===== src/rtl/bt656_pkg.sv =====
// bt656_pkg
//   Shared BT.656 definitions for the timing decoder and its downstream
//   consumers (scrambler/descrambler regenerator).
//   - TRS preamble words (3FF, 000)
//   - XY flag bit positions (F=8, V=7, H=6), parity occupies [5:2]
//   - Lock FSM state encoding
//   - NTSC line/frame defaults
//   - word_match(): preamble compare, optionally ignoring the two LSBs
package bt656_pkg;

  localparam logic [9:0] TRS_PRE_1 = 10'h3FF;
  localparam logic [9:0] TRS_PRE_0 = 10'h000;

  localparam int unsigned XY_F_BIT = 8;
  localparam int unsigned XY_V_BIT = 7;
  localparam int unsigned XY_H_BIT = 6;

  localparam int unsigned NTSC_LINE_WORDS = 1716;
  localparam int unsigned NTSC_LINE_COUNT = 525;

  typedef enum logic [1:0] {
    LOCK_UNLOCKED = 2'd0,
    LOCK_ACQUIRE  = 2'd1,
    LOCK_LOCKED   = 2'd2
  } lock_state_t;

  typedef struct packed {
    logic f;
    logic v;
    logic h;
    logic ok;
  } xy_flags_t;

  // An 8-bit source pads the two LSBs; their content is then meaningless.
  function automatic logic word_match(input logic [9:0] a,
                                      input logic [9:0] b,
                                      input logic       cmp8);
    if (cmp8) return a[9:2] == b[9:2];
    return a == b;
  endfunction

endpackage


===== src/rtl/bt656_timing_decoder_if.sv =====
// bt656_timing_decoder_if
//   Stream and timing bundle of the BT.656 timing decoder.
//   bt656_stream_in  : raw 10-bit BT.656 word
//   bt656_stream_out : input delayed one cycle
//   trs_valid        : pulse, valid XY word on bt656_stream_out
//   H, V, F          : last valid XY flags
//   xy_error         : pulse, XY protection/format failure
//   sample_count     : word index within the line (EAV 3FF = 0)
//   line_count       : line index within the frame
//   frame_start      : pulse, line_count cleared by an F falling edge
//   locked           : timing lock status
//   slave  : the decoder side; master : the stream source / consumer side.
interface bt656_timing_decoder_if;

  logic [9:0]  bt656_stream_in;
  logic [9:0]  bt656_stream_out;
  logic        trs_valid;
  logic        H;
  logic        V;
  logic        F;
  logic        xy_error;
  logic [10:0] sample_count;
  logic [9:0]  line_count;
  logic        frame_start;
  logic        locked;

  modport master (
    output bt656_stream_in,
    input  bt656_stream_out, trs_valid, H, V, F, xy_error,
    input  sample_count, line_count, frame_start, locked
  );

  modport slave (
    input  bt656_stream_in,
    output bt656_stream_out, trs_valid, H, V, F, xy_error,
    output sample_count, line_count, frame_start, locked
  );

endinterface


===== src/rtl/bt656_xy_check.sv =====
// bt656_xy_check
//   Combinational decode and protection check of a BT.656 XY word.
//   xy_word : bits [9:2] of the XY word = {1, F, V, H, P3, P2, P1, P0}
//   flags   : {f, v, h, ok}; ok = bit 9 set and all four parity bits correct
module bt656_xy_check
  import bt656_pkg::*;
(
  input  logic [9:2] xy_word,
  output xy_flags_t  flags
);

  logic       f;
  logic       v;
  logic       h;
  logic [3:0] p_exp;

  always_comb begin
    f     = xy_word[XY_F_BIT];
    v     = xy_word[XY_V_BIT];
    h     = xy_word[XY_H_BIT];
    p_exp = {v ^ h, f ^ h, f ^ v, f ^ v ^ h};

    flags.f  = f;
    flags.v  = v;
    flags.h  = h;
    flags.ok = xy_word[9] && (xy_word[5:2] == p_exp);
  end

endmodule


===== src/rtl/bt656_timing_decoder.sv =====
// bt656_timing_decoder
//   Parses a raw BT.656 stream, detects and checks every TRS, and publishes
//   registered H/V/F, sample/line position and lock status, cycle-aligned
//   with the stream delayed by one cycle.
//   Parameters:
//     LINE_WORDS   : words per line (sample_count wrap)
//     LINE_COUNT   : lines per frame (line_count wrap)
//     LOCK_LINES   : consecutive on-time EAVs needed for lock
//     COMPARE_8BIT : 1 = preamble compare on bits [9:2] only
//   Ports:
//     clk     : pixel clock
//     reset_n : asynchronous active-low reset
//     bus     : stream/timing bundle (slave side)
module bt656_timing_decoder
  import bt656_pkg::*;
#(
  parameter int unsigned LINE_WORDS   = NTSC_LINE_WORDS,
  parameter int unsigned LINE_COUNT   = NTSC_LINE_COUNT,
  parameter int unsigned LOCK_LINES   = 4,
  parameter bit          COMPARE_8BIT = 1'b1
) (
  input logic                   clk,
  input logic                   reset_n,
  bt656_timing_decoder_if.slave bus
);

  localparam int unsigned      GW        = $clog2(LOCK_LINES + 1);
  localparam logic [10:0]      SC_LAST   = 11'(LINE_WORDS - 1);
  localparam logic [10:0]      SC_XY     = 11'd3;
  localparam logic [9:0]       LC_LAST   = 10'(LINE_COUNT - 1);
  localparam logic [GW-1:0]    GOOD_LOCK = GW'(LOCK_LINES);

  // History, oldest in hist2_q.
  logic [9:0]  hist0_q;
  logic [9:0]  hist1_q;
  logic [9:0]  hist2_q;

  logic [9:0]  stream_q;
  logic        trs_valid_q;
  logic        xy_error_q;
  logic        h_q;
  logic        v_q;
  logic        f_q;
  logic [10:0] sc_q;
  logic [9:0]  lc_q;
  logic        frame_start_q;
  logic        locked_q;

  lock_state_t   state_q;
  lock_state_t   state_d;
  logic [GW-1:0] good_q;
  logic [GW-1:0] good_d;

  xy_flags_t   xy;
  logic        preamble_hit;
  logic        trs_good;
  logic        trs_bad;
  logic        eav_good;
  logic        on_time;
  logic        frame_edge;
  logic [10:0] sc_free;
  logic [10:0] sc_d;
  logic [9:0]  lc_d;

  bt656_xy_check u_xy_check (
    .xy_word (bus.bt656_stream_in[9:2]),
    .flags   (xy)
  );

  // Event decode for the word currently on the input.
  always_comb begin
    preamble_hit = word_match(hist2_q, TRS_PRE_1, COMPARE_8BIT) &&
                   word_match(hist1_q, TRS_PRE_0, COMPARE_8BIT) &&
                   word_match(hist0_q, TRS_PRE_0, COMPARE_8BIT);
    trs_good     = preamble_hit && xy.ok;
    trs_bad      = preamble_hit && !xy.ok;
    eav_good     = trs_good && xy.h;

    sc_free      = (sc_q == SC_LAST) ? '0 : sc_q + 11'd1;
    // On-time is judged against the free-running count, before any resync.
    on_time      = (sc_free == SC_XY);
    sc_d         = eav_good ? SC_XY : sc_free;

    frame_edge   = eav_good && !xy.f && f_q;
    lc_d         = lc_q;
    if (frame_edge) begin
      lc_d = '0;
    end else if (eav_good) begin
      lc_d = (lc_q == LC_LAST) ? '0 : lc_q + 10'd1;
    end
  end

  // Lock FSM, next state.
  always_comb begin
    state_d = state_q;
    good_d  = good_q;
    unique case (state_q)
      LOCK_UNLOCKED: begin
        if (eav_good) begin
          state_d = LOCK_ACQUIRE;
          good_d  = GW'(1);
        end
      end
      LOCK_ACQUIRE: begin
        if (trs_bad) begin
          state_d = LOCK_UNLOCKED;
        end else if (eav_good) begin
          if (on_time) begin
            good_d = good_q + GW'(1);
            if (good_d == GOOD_LOCK) state_d = LOCK_LOCKED;
          end else begin
            good_d = GW'(1);
          end
        end
      end
      LOCK_LOCKED: begin
        // A bad XY in the EAV slot is both an error and a missed EAV;
        // either term alone already yields the single drop to UNLOCKED.
        if (trs_bad || (eav_good && !on_time) || (on_time && !eav_good)) begin
          state_d = LOCK_UNLOCKED;
        end
      end
      default: begin
        state_d = LOCK_UNLOCKED;
        good_d  = '0;
      end
    endcase
  end

  always_ff @(posedge clk or negedge reset_n) begin
    if (!reset_n) begin
      state_q <= LOCK_UNLOCKED;
      good_q  <= '0;
    end else begin
      state_q <= state_d;
      good_q  <= good_d;
    end
  end

  always_ff @(posedge clk or negedge reset_n) begin
    if (!reset_n) begin
      hist0_q       <= '0;
      hist1_q       <= '0;
      hist2_q       <= '0;
      stream_q      <= '0;
      trs_valid_q   <= 1'b0;
      xy_error_q    <= 1'b0;
      h_q           <= 1'b0;
      v_q           <= 1'b0;
      f_q           <= 1'b0;
      sc_q          <= '0;
      lc_q          <= '0;
      frame_start_q <= 1'b0;
      locked_q      <= 1'b0;
    end else begin
      hist0_q       <= bus.bt656_stream_in;
      hist1_q       <= hist0_q;
      hist2_q       <= hist1_q;
      stream_q      <= bus.bt656_stream_in;
      trs_valid_q   <= trs_good;
      xy_error_q    <= trs_bad;
      if (trs_good) begin
        h_q <= xy.h;
        v_q <= xy.v;
        f_q <= xy.f;
      end
      sc_q          <= sc_d;
      lc_q          <= lc_d;
      frame_start_q <= frame_edge;
      locked_q      <= (state_d == LOCK_LOCKED);
    end
  end

  assign bus.bt656_stream_out = stream_q;
  assign bus.trs_valid        = trs_valid_q;
  assign bus.xy_error         = xy_error_q;
  assign bus.H                = h_q;
  assign bus.V                = v_q;
  assign bus.F                = f_q;
  assign bus.sample_count     = sc_q;
  assign bus.line_count       = lc_q;
  assign bus.frame_start      = frame_start_q;
  assign bus.locked           = locked_q;

endmodule


===== src/flat_wrapper.sv =====
// flat-port wrapper written by rule: the top's interface ports become plain ports
module bt656_timing_decoder_flat import bt656_pkg::*;
#(
  parameter int unsigned LINE_WORDS   = NTSC_LINE_WORDS,
  parameter int unsigned LINE_COUNT   = NTSC_LINE_COUNT,
  parameter int unsigned LOCK_LINES   = 4,
  parameter bit          COMPARE_8BIT = 1'b1
)
  (clk, reset_n, bus_bt656_stream_in, bus_bt656_stream_out, bus_trs_valid, bus_H, bus_V, bus_F, bus_xy_error, bus_sample_count, bus_line_count, bus_frame_start, bus_locked);
  bt656_timing_decoder_if bus_i ();
  input logic clk;
  input logic reset_n;
  input wire logic [$bits(bus_i.bt656_stream_in)-1:0] bus_bt656_stream_in;
  output wire logic [$bits(bus_i.bt656_stream_out)-1:0] bus_bt656_stream_out;
  output wire logic [$bits(bus_i.trs_valid)-1:0] bus_trs_valid;
  output wire logic [$bits(bus_i.H)-1:0] bus_H;
  output wire logic [$bits(bus_i.V)-1:0] bus_V;
  output wire logic [$bits(bus_i.F)-1:0] bus_F;
  output wire logic [$bits(bus_i.xy_error)-1:0] bus_xy_error;
  output wire logic [$bits(bus_i.sample_count)-1:0] bus_sample_count;
  output wire logic [$bits(bus_i.line_count)-1:0] bus_line_count;
  output wire logic [$bits(bus_i.frame_start)-1:0] bus_frame_start;
  output wire logic [$bits(bus_i.locked)-1:0] bus_locked;
  assign bus_i.bt656_stream_in = bus_bt656_stream_in;
  assign bus_bt656_stream_out = bus_i.bt656_stream_out;
  assign bus_trs_valid = bus_i.trs_valid;
  assign bus_H = bus_i.H;
  assign bus_V = bus_i.V;
  assign bus_F = bus_i.F;
  assign bus_xy_error = bus_i.xy_error;
  assign bus_sample_count = bus_i.sample_count;
  assign bus_line_count = bus_i.line_count;
  assign bus_frame_start = bus_i.frame_start;
  assign bus_locked = bus_i.locked;
  bt656_timing_decoder #(.LINE_WORDS(LINE_WORDS), .LINE_COUNT(LINE_COUNT), .LOCK_LINES(LOCK_LINES), .COMPARE_8BIT(COMPARE_8BIT)) u_core (.clk(clk), .reset_n(reset_n), .bus(bus_i));
endmodule

===== config.mk =====
export PLATFORM = sky130hd
export DESIGN_NAME = bt656_timing_decoder_flat
export DESIGN_NICKNAME = d
export VERILOG_FILES = /design/src/rtl/bt656_pkg.sv /design/src/rtl/bt656_timing_decoder_if.sv /design/src/rtl/bt656_xy_check.sv /design/src/rtl/bt656_timing_decoder.sv /design/src/flat_wrapper.sv
export SDC_FILE = /design/constraint.sdc
export NUM_CORES = 1
export LEC_CHECK = 0
export ABC_AREA = 1
export BUFFER_PORTS_ARGS = -buffer_cell sky130_fd_sc_hd__buf_2
export CORE_ASPECT_RATIO = 0.7
export CORE_UTILIZATION = 56
export DETAILED_ROUTE_END_ITERATION = 7
export GPL_TIMING_DRIVEN = 1
export PLACE_DENSITY = 0.8
export SLEW_MARGIN = 30
export SYNTH_ARGS = -nofsm -noshare
export SYNTH_HDL_FRONTEND = slang
export SYNTH_SLANG_ARGS = --single-unit

===== constraint.sdc =====
create_clock -name clk -period 2.3 [get_ports clk]
set_input_delay 0.69 -clock clk [delete_from_list [all_inputs] [get_ports clk]]
set_output_delay 0.69 -clock clk [all_outputs]
set_load 0.02 [all_outputs]

* After elaboration in Yosys (flattened, before gate mapping)
Cells that the tools add are included.
** Operators by class
- $add $sub $neg :: 3
- Equality and inequality tests :: 12
- Mux-type cells :: 17
- Bitwise operators :: 5
- Reduce and logical (&&, ||, !) cells :: 21
** Operators by type and width (number)
- $mux 10 :: 3
- $mux 11 :: 2
- $logic_not 8->1 :: 2
- $mux 2 :: 6
- $mux 3 :: 4
- $add 11x1->11 const B :: 1
- $eq 11x11->1 const B :: 1
- $eq 11x2->1 const B :: 1
- $add 10x1->10 const B :: 1
- $eq 10x10->1 const B :: 1
- $logic_and 1x1->1 :: 10
- $pmux 3 s3 :: 1
- $eq 8x8->1 const B :: 1
- $pmux 2 s3 :: 1
- $eq 2x2->1 const B :: 2
- $eq 4x4->1 :: 1
- $logic_not 1->1 :: 4
- $ne 2x1->1 const B :: 2
- $reduce_and 4->1 :: 1
- $xor 1x1->1 :: 4
- $add 3x1->3 const B :: 1
- $eq 3x3->1 const B :: 1
- $eq 2x1->1 const B :: 1
- $logic_not 2->1 :: 1
- 4 further kinds :: 5
** Storage, ports and cells
- Bits in registers :: 63
- Input port bits :: 12
- Output and inout bits :: 38
- Logic and storage cells :: 72

* Longest topological paths before layout
- Depth in word-level cells :: 12
- Gate-level depth with buffers :: 14
- Depth with buffers taken out :: 14

* By module
A second synthesis with hierarchy kept.
** Unflattened totals
- Cells, all modules :: 332
- Area, all modules :: 2839.0 µm²
** By module, submodules not included
- bt656_timing_decoder :: times used 1, cells an instance 290, area each 2656.3 µm², seq. area each 1476.4 µm²
- bt656_xy_check :: times used 1, cells an instance 42, area each 182.7 µm², seq. area each 0.0 µm²

* Worst setup path before layout
OpenSTA, ideal clock, no wires.
- Path kind :: flip-flop to flip-flop
- Start :: register u_core.sc_q[1] (netlist: u_core.bus.sample_count[1])
- End :: register u_core.locked_q (netlist: u_core.bus.locked)
- Library setup time :: 118 ps
- Arrival :: 1746 ps
- Data required time :: 2182 ps
- Path slack :: 436 ps
- Cell stages (with the launch flop) :: 14
- Buffers on the path :: 1
- Clock period less this slack :: 1864 ps
- Path through :: dfrtp_1 ha_1 nand3_1 clkinv_1 nand3_2 buf_6 a21oi_1 nand2_1 nor2_2 nand2_1 nand2_1 nand2_1 nand2_1 nand2_1
** Between the ends
- Word-level cells in the longest chain between the ends :: 10
- Elaborated cells on any way between the ends :: 15
- Those cells by class :: 1 x add/sub; 3 x eq/ne; 6 x mux; 5 x reduce/logical
** RTL lines
- start: declaration :: RTL line bt656_timing_decoder.sv:44 : logic [10:0] sc_q;
- start signal: assignment :: RTL line bt656_timing_decoder.sv:151 : sc_q <= '0;
- start signal: assignment :: RTL line bt656_timing_decoder.sv:167 : sc_q <= sc_d;
- $add 11x1->11 / $eq 11x11->1 (equally long branches) :: RTL line bt656_timing_decoder.sv:79 : sc_free = (sc_q == SC_LAST) ? '0 : sc_q + 11'd1;
- $mux 11 (*) :: RTL line bt656_timing_decoder.sv:79
- $eq 11x2->1 (*) :: RTL line bt656_timing_decoder.sv:81 : on_time = (sc_free == SC_XY);
- $logic_not 1->1 :: RTL line bt656_timing_decoder.sv:119 : if (trs_bad || (eav_good && !on_time) || (on_time && !eav_good)) begin
- $logic_and 1x1->1 :: RTL line bt656_timing_decoder.sv:119
- $logic_or 1x1->1 (2 in series) :: RTL line bt656_timing_decoder.sv:119
- $mux 2 :: RTL line bt656_timing_decoder.sv:119
- $pmux 2 s3 (*) :: RTL line bt656_timing_decoder.sv:97 : unique case (state_q)
- $eq 2x2->1 (*) :: RTL line bt656_timing_decoder.sv:170 : locked_q <= (state_d == LOCK_LOCKED);
- end signal: assignment :: RTL line bt656_timing_decoder.sv:170
- end: declaration :: RTL line bt656_timing_decoder.sv:47 : logic locked_q;
Mark *: on every way between the ends. The rest lies on a longest branch, timed or not.
A chain may end at the register's enable or synchronous reset.

* Worst setup path in the final report
- Start :: register u_core.sc_q[1] (netlist: u_core.bus.sample_count[1])
- End :: register u_core.state_q[1]
** Between the ends
- Word-level cells in the longest chain between the ends :: 9
- Elaborated cells on any way between the ends :: 14
- Those cells by class :: 1 x add/sub; 2 x eq/ne; 6 x mux; 5 x reduce/logical
** RTL lines
- $add 11x1->11 / $eq 11x11->1 (equally long branches) :: RTL line bt656_timing_decoder.sv:79
- $mux 11 (*) :: RTL line bt656_timing_decoder.sv:79
- $eq 11x2->1 (*) :: RTL line bt656_timing_decoder.sv:81
- $logic_not 1->1 :: RTL line bt656_timing_decoder.sv:119
- $logic_and 1x1->1 :: RTL line bt656_timing_decoder.sv:119
- $logic_or 1x1->1 (2 in series) :: RTL line bt656_timing_decoder.sv:119
- $mux 2 :: RTL line bt656_timing_decoder.sv:119
- $pmux 2 s3 (*) :: RTL line bt656_timing_decoder.sv:97
- net u_core.state_d[1] :: RTL line bt656_timing_decoder.sv:50 : lock_state_t state_d;
- end signal: assignment :: RTL line bt656_timing_decoder.sv:135 : state_q <= state_d;
- end: declaration :: RTL line bt656_timing_decoder.sv:49 : lock_state_t state_q;
Mark *: on every way through the listed nets, which the timed path passes. The rest lies on a longest branch.

==> metrics.txt <==
# TYPE chip_impl_metric gauge
chip_impl_info{name="rsz_0062_raised_after_global_routing",value="false"} 1
chip_impl_metric{name="initial_core_utilization",unit="%"} 59.7
chip_impl_metric{name="wl_per_cell",unit="um"} 12.6
chip_impl_metric{name="num_vias",unit=""} 2493
chip_impl_metric{name="ctsResizeCount",unit=""} 0
chip_impl_info{name="most_common_cell_after_layout_fill_and_taps_aside",value="sky130_fd_sc_hd__nand2_1"} 1
chip_impl_info{name="worstReg2RegStart",value="u_core.bus.sample_count[1]$_DFF_PN0_"} 1
chip_impl_metric{name="synth_seq_cells",unit=""} 59
chip_impl_info{name="root_buffer",value="sky130_fd_sc_hd__clkbuf_8"} 1
chip_impl_metric{name="cts.path.max_buffers",unit=""} 2
chip_impl_metric{name="syn_area_per_cell",unit="um^2"} 8.18
chip_impl_metric{name="setup-tns-final",unit="ns"} 0
chip_impl_metric{name="synth.yosys.seq_area_share",unit="%"} 50.3
chip_impl_metric{name="grtUsageTotal",unit="%"} 25.9
chip_impl_metric{name="final_layout_worst_hold_slack",unit="ns"} 0.343
chip_impl_metric{name="ioPinCount",unit=""} 50
chip_impl_metric{name="antenna_cells",unit=""} 0
chip_impl_metric{name="power.density",unit="mW/mm^2"} 606
chip_impl_metric{name="synth_largest_type_area_fraction",unit="%"} 50.3
chip_impl_metric{name="cts_max_level",unit=""} 3
chip_impl_info{name="hold_class",value="input port to async pin"} 1
chip_impl_metric{name="sw_frac_of_total",unit="%"} 23.0
chip_impl_metric{name="design_power_total",unit="mW"} 2.10
chip_impl_metric{name="place_ws",unit="ns"} 0.0914
chip_impl_metric{name="worst_ep_arrival_time",unit="ns"} 2.28
chip_impl_metric{name="fin_ws",unit="ns"} 0.244
chip_impl_metric{name="antenna_found_initial",unit=""} 0
chip_impl_metric{name="syn_to_final_growth",unit="%"} 17.9
chip_impl_metric{name="postRouteAntennaNets",unit=""} 0
chip_impl_metric{name="nNetsFinal",unit=""} 436
chip_impl_metric{name="detail_route.vias_per_cell",unit=""} 5.07
chip_impl_metric{name="static-leakage-power",unit="nW"} 1.90
chip_impl_metric{name="dr.pass1.iters",unit=""} 4
chip_impl_metric{name="post_synth_inst_count",unit=""} 359
chip_impl_metric{name="yosysWarnings",unit=""} 0
chip_impl_metric{name="post_synth_xor_area_fraction",unit="%"} 2.69
chip_impl_metric{name="overflow",unit=""} 0
chip_impl_metric{name="maxClockFrequency",unit="GHz"} 0.486
chip_impl_metric{name="detail_route.drc_violations",unit=""} 0
chip_impl_metric{name="yosys.cell_types.count",unit=""} 28
chip_impl_metric{name="cts.sink_count",unit=""} 59
chip_impl_metric{name="clkTransAtPathRegs",unit="ns"} 0.06
chip_impl_metric{name="seqPwrFrac",unit="%"} 51.4
chip_impl_metric{name="power_switching",unit="uW"} 482
chip_impl_metric{name="power_report.internal_total",unit="mW"} 1.62
chip_impl_metric{name="final_count_of_pins_violating_max_slew",unit=""} 0
chip_impl_info{name="critical_path_type",value="flip-flop to flip-flop"} 1
chip_impl_metric{name="final_min_period_over_clock_period",unit="%"} 89.4
chip_impl_metric{name="timing.clock.skew",unit="ns"} 0.00802
chip_impl_info{name="result_of_the_run",value="complete, no violations"} 1
chip_impl_info{name="dominant_combinational_cell_family_by_area_after_synthesis",value="simple AND/OR/NAND/NOR gates"} 1
chip_impl_info{name="startpoint",value="u_core.bus.sample_count[1]$_DFF_PN0_"} 1
chip_impl_metric{name="detailed_place_hpwl",unit="um"} 4580
chip_impl_metric{name="wire_length_of_the_first_global_routing_pass",unit="um"} 10700
chip_impl_metric{name="synth_fa_ha_area_share",unit="%"} 2.56
chip_impl_metric{name="die-height",unit="um"} 62.6
chip_impl_metric{name="dr.first_iter.drc_count",unit=""} 118
chip_impl_metric{name="grt_max_degree",unit=""} 60
chip_impl_metric{name="std_cell_rows",unit=""} 21
chip_impl_info{name="ys_top_cells_by_area",value="sky130_fd_sc_hd__dfrtp_1 50%, sky130_fd_sc_hd__nand2_1 13%, sky130_fd_sc_hd__nand3_1 6.8%"} 1
chip_impl_metric{name="finalSetupViolCount",unit=""} 0
chip_impl_metric{name="cts.hold.buffers_added",unit=""} 0
chip_impl_info{name="critical_path.endpoint_type",value="flip-flop"} 1
chip_impl_metric{name="muxShareOfSynthArea",unit="%"} 0
chip_impl_metric{name="synthesis.area",unit="mm^2"} 0.00294
chip_impl_metric{name="worst_ir_drop_vdd",unit="V"} 0.000374
chip_impl_metric{name="clockPowerShare",unit="%"} 43.7
chip_impl_metric{name="floorplan.die.width",unit="um"} 88.5
chip_impl_metric{name="post_cts.repair.setup_buffers",unit=""} 0
chip_impl_info{name="tritoncts",value="built"} 1
chip_impl_metric{name="post_synth_and_or_nand_nor_area_fraction",unit="%"} 34.1
chip_impl_info{name="worstSetupStartpointType",value="flip-flop"} 1
chip_impl_metric{name="worstSkewPairLatency",unit="ns"} 0.34
chip_impl_metric{name="min_period",unit="ns"} 2.06
chip_impl_metric{name="worstMarginPinSlew",unit="ns"} 0.619
chip_impl_metric{name="report.final.hold_viol_count",unit=""} 0
chip_impl_metric{name="compound_cell_area_share_of_the_yosys_netlist",unit="%"} 1.24
chip_impl_metric{name="synthesis.nets",unit=""} 377
chip_impl_metric{name="finalWeightedCongestion",unit=""} 0.898
chip_impl_metric{name="fp.coreArea",unit="mm^2"} 0.00491
chip_impl_metric{name="first_global_vias",unit=""} 2384
chip_impl_metric{name="cts_buffers",unit=""} 9
chip_impl_metric{name="die-area",unit="mm^2"} 0.00554
chip_impl_info{name="synth.largest_area_cell",value="sky130_fd_sc_hd__dfrtp_1"} 1
chip_impl_metric{name="timing.critical_path.required",unit="ns"} 2.53
chip_impl_info{name="most-common-layout-cells",value="102 x sky130_fd_sc_hd__nand2_1, 59 x sky130_fd_sc_hd__dfrtp_1, 50 x sky130_fd_sc_hd__inv_1, 49 x sky130_fd_sc_hd__buf_2, 40 x sky130_fd_sc_hd__nand3_1"} 1
chip_impl_metric{name="finish.utilization",unit="%"} 70.5
chip_impl_metric{name="combinationalPowerShare",unit="%"} 4.9
chip_impl_metric{name="headroom_to_the_max_slew_limit",unit="%"} 58.4
chip_impl_metric{name="cap_viol_max_count",unit=""} 0
chip_impl_metric{name="buffer_ports.inserted",unit=""} 49
chip_impl_metric{name="crit_path_max_fanout",unit=""} 11
chip_impl_metric{name="layout-drive-gt1-share",unit="%"} 22.7
chip_impl_metric{name="wirelength",unit="um"} 6200
## path summary, 6_finish.rpt
check / to / slack [ns] / cells past startpoint
setup / recovery: u_core.state_q[1]$_DFF_PN0_ / 0.24 / 12
hold / removal: u_core.hist0_q[3]$_DFF_PN0_ / 0.34 / 2
setup reg to reg: u_core.state_q[1]$_DFF_PN0_ / 0.24 / 12
hold reg to reg: u_core.hist2_q[5]$_DFF_PN0_ / 0.40 / 0
max in group asynchronous: u_core.bus.sample_count[0]$_DFF_PN0_ / 1.70 / 2
min in group clk: u_core.hist2_q[5]$_DFF_PN0_ / 0.40 / 0
## Yosys cell counts (all sizes together)
| master | instances |
|---|---|
| nand2 | 107 |
| dfrtp | 59 |
| inv | 55 |
| nand3 | 45 |
| nor2 | 44 |
| nand4 | 11 |
| xor2 | 8 |
| buf | 6 |
| ha | 6 |
| clkinv | 3 |
| nor3 | 3 |
| a21oi | 2 |
| nor3b | 2 |
| o21ai | 2 |
| or2 | 2 |
| a31o | 1 |
| nor4 | 1 |
| o21bai | 1 |
| xnor2 | 1 |
## final cells by class
type	instances	area, um^2
clock buffer	11	141
fill	418	1450
multi-input combinational	236	1190
clock inverter	5	52.6
sequential	59	1480
inverter	58	219
timing repair buffer	54	295
tap	69	86.3
## state kept, by name, indices dropped and copies added (netlist names)
| name | flops |
|---|---|
| u_core.bus.locked | 1 |
| u_core.bus.xy_error | 1 |
| u_core.bus.frame_start | 1 |
| u_core.hist0_q | 10 |
| u_core.state_q | 2 |
| u_core.bus.H | 1 |
| u_core.bus.sample_count | 11 |
| u_core.bus.V | 1 |
| u_core.bus.trs_valid | 1 |
| u_core.good_q | 3 |
| u_core.bus.F | 1 |
| u_core.hist2_q | 8 |
| u_core.hist1_q | 8 |
| u_core.bus.line_count | 10 |
## critical path, stage by stage (launching register included)
cell,delay (ns)
sky130_fd_sc_hd__dfrtp_1,0.42
sky130_fd_sc_hd__ha_1,0.25
sky130_fd_sc_hd__nand3_1,0.13
sky130_fd_sc_hd__clkinv_1,0.08
sky130_fd_sc_hd__nand3_2,0.20
sky130_fd_sc_hd__a21oi_1,0.28
sky130_fd_sc_hd__nand2_1,0.10
sky130_fd_sc_hd__nor2_2,0.13
sky130_fd_sc_hd__nand2_1,0.09
sky130_fd_sc_hd__nand2_1,0.07
sky130_fd_sc_hd__nand2_1,0.05
sky130_fd_sc_hd__nand2_1,0.07
sky130_fd_sc_hd__nand2_1,0.06
## metrics by stage
stage	cell area (um^2)	instances
5_1_grt	3460	492
4_1_cts	3460	492
2_1_floorplan	2940	359
6_report	3460	492
3_3_place_gp	3270	476
3_5_place_dp	3270	476
## logic make-up (layout without fill, tap and decap cells)
logic type                 count (synthesis)  in the layout
xor gates and xnor gates                   9              9
AOI/OAI and AO/OA                          6              6
and+or+nand+nor                          215            215
adders and majority gates                  6              6
DFF                                       59             59
buffers and inverters                     64            128
## power groups by stage
stage | logic [mW] | registers (mW) | clock network (mW)
global route | 0.115 | 1.08 | 0.981
global placement | 0.101 | 1.10 | 0
CTS | 0.104 | 1.08 | 0.932
detailed placement | 0.104 | 1.10 | 0
finish | 0.103 | 1.08 | 0.917
floorplan | 0.0381 | 1.10 | 0
## layer usage
layer  part of all wire, %  up-vias  GRT usage [%]
li1                      -     1230              -
met1                    45     1179           34.9
met2                    48       78           40.0
met3                   6.2        6           7.79
met4                   1.2        0           8.47
met5                     0        -              0
(Power assumes the default switching activity.)
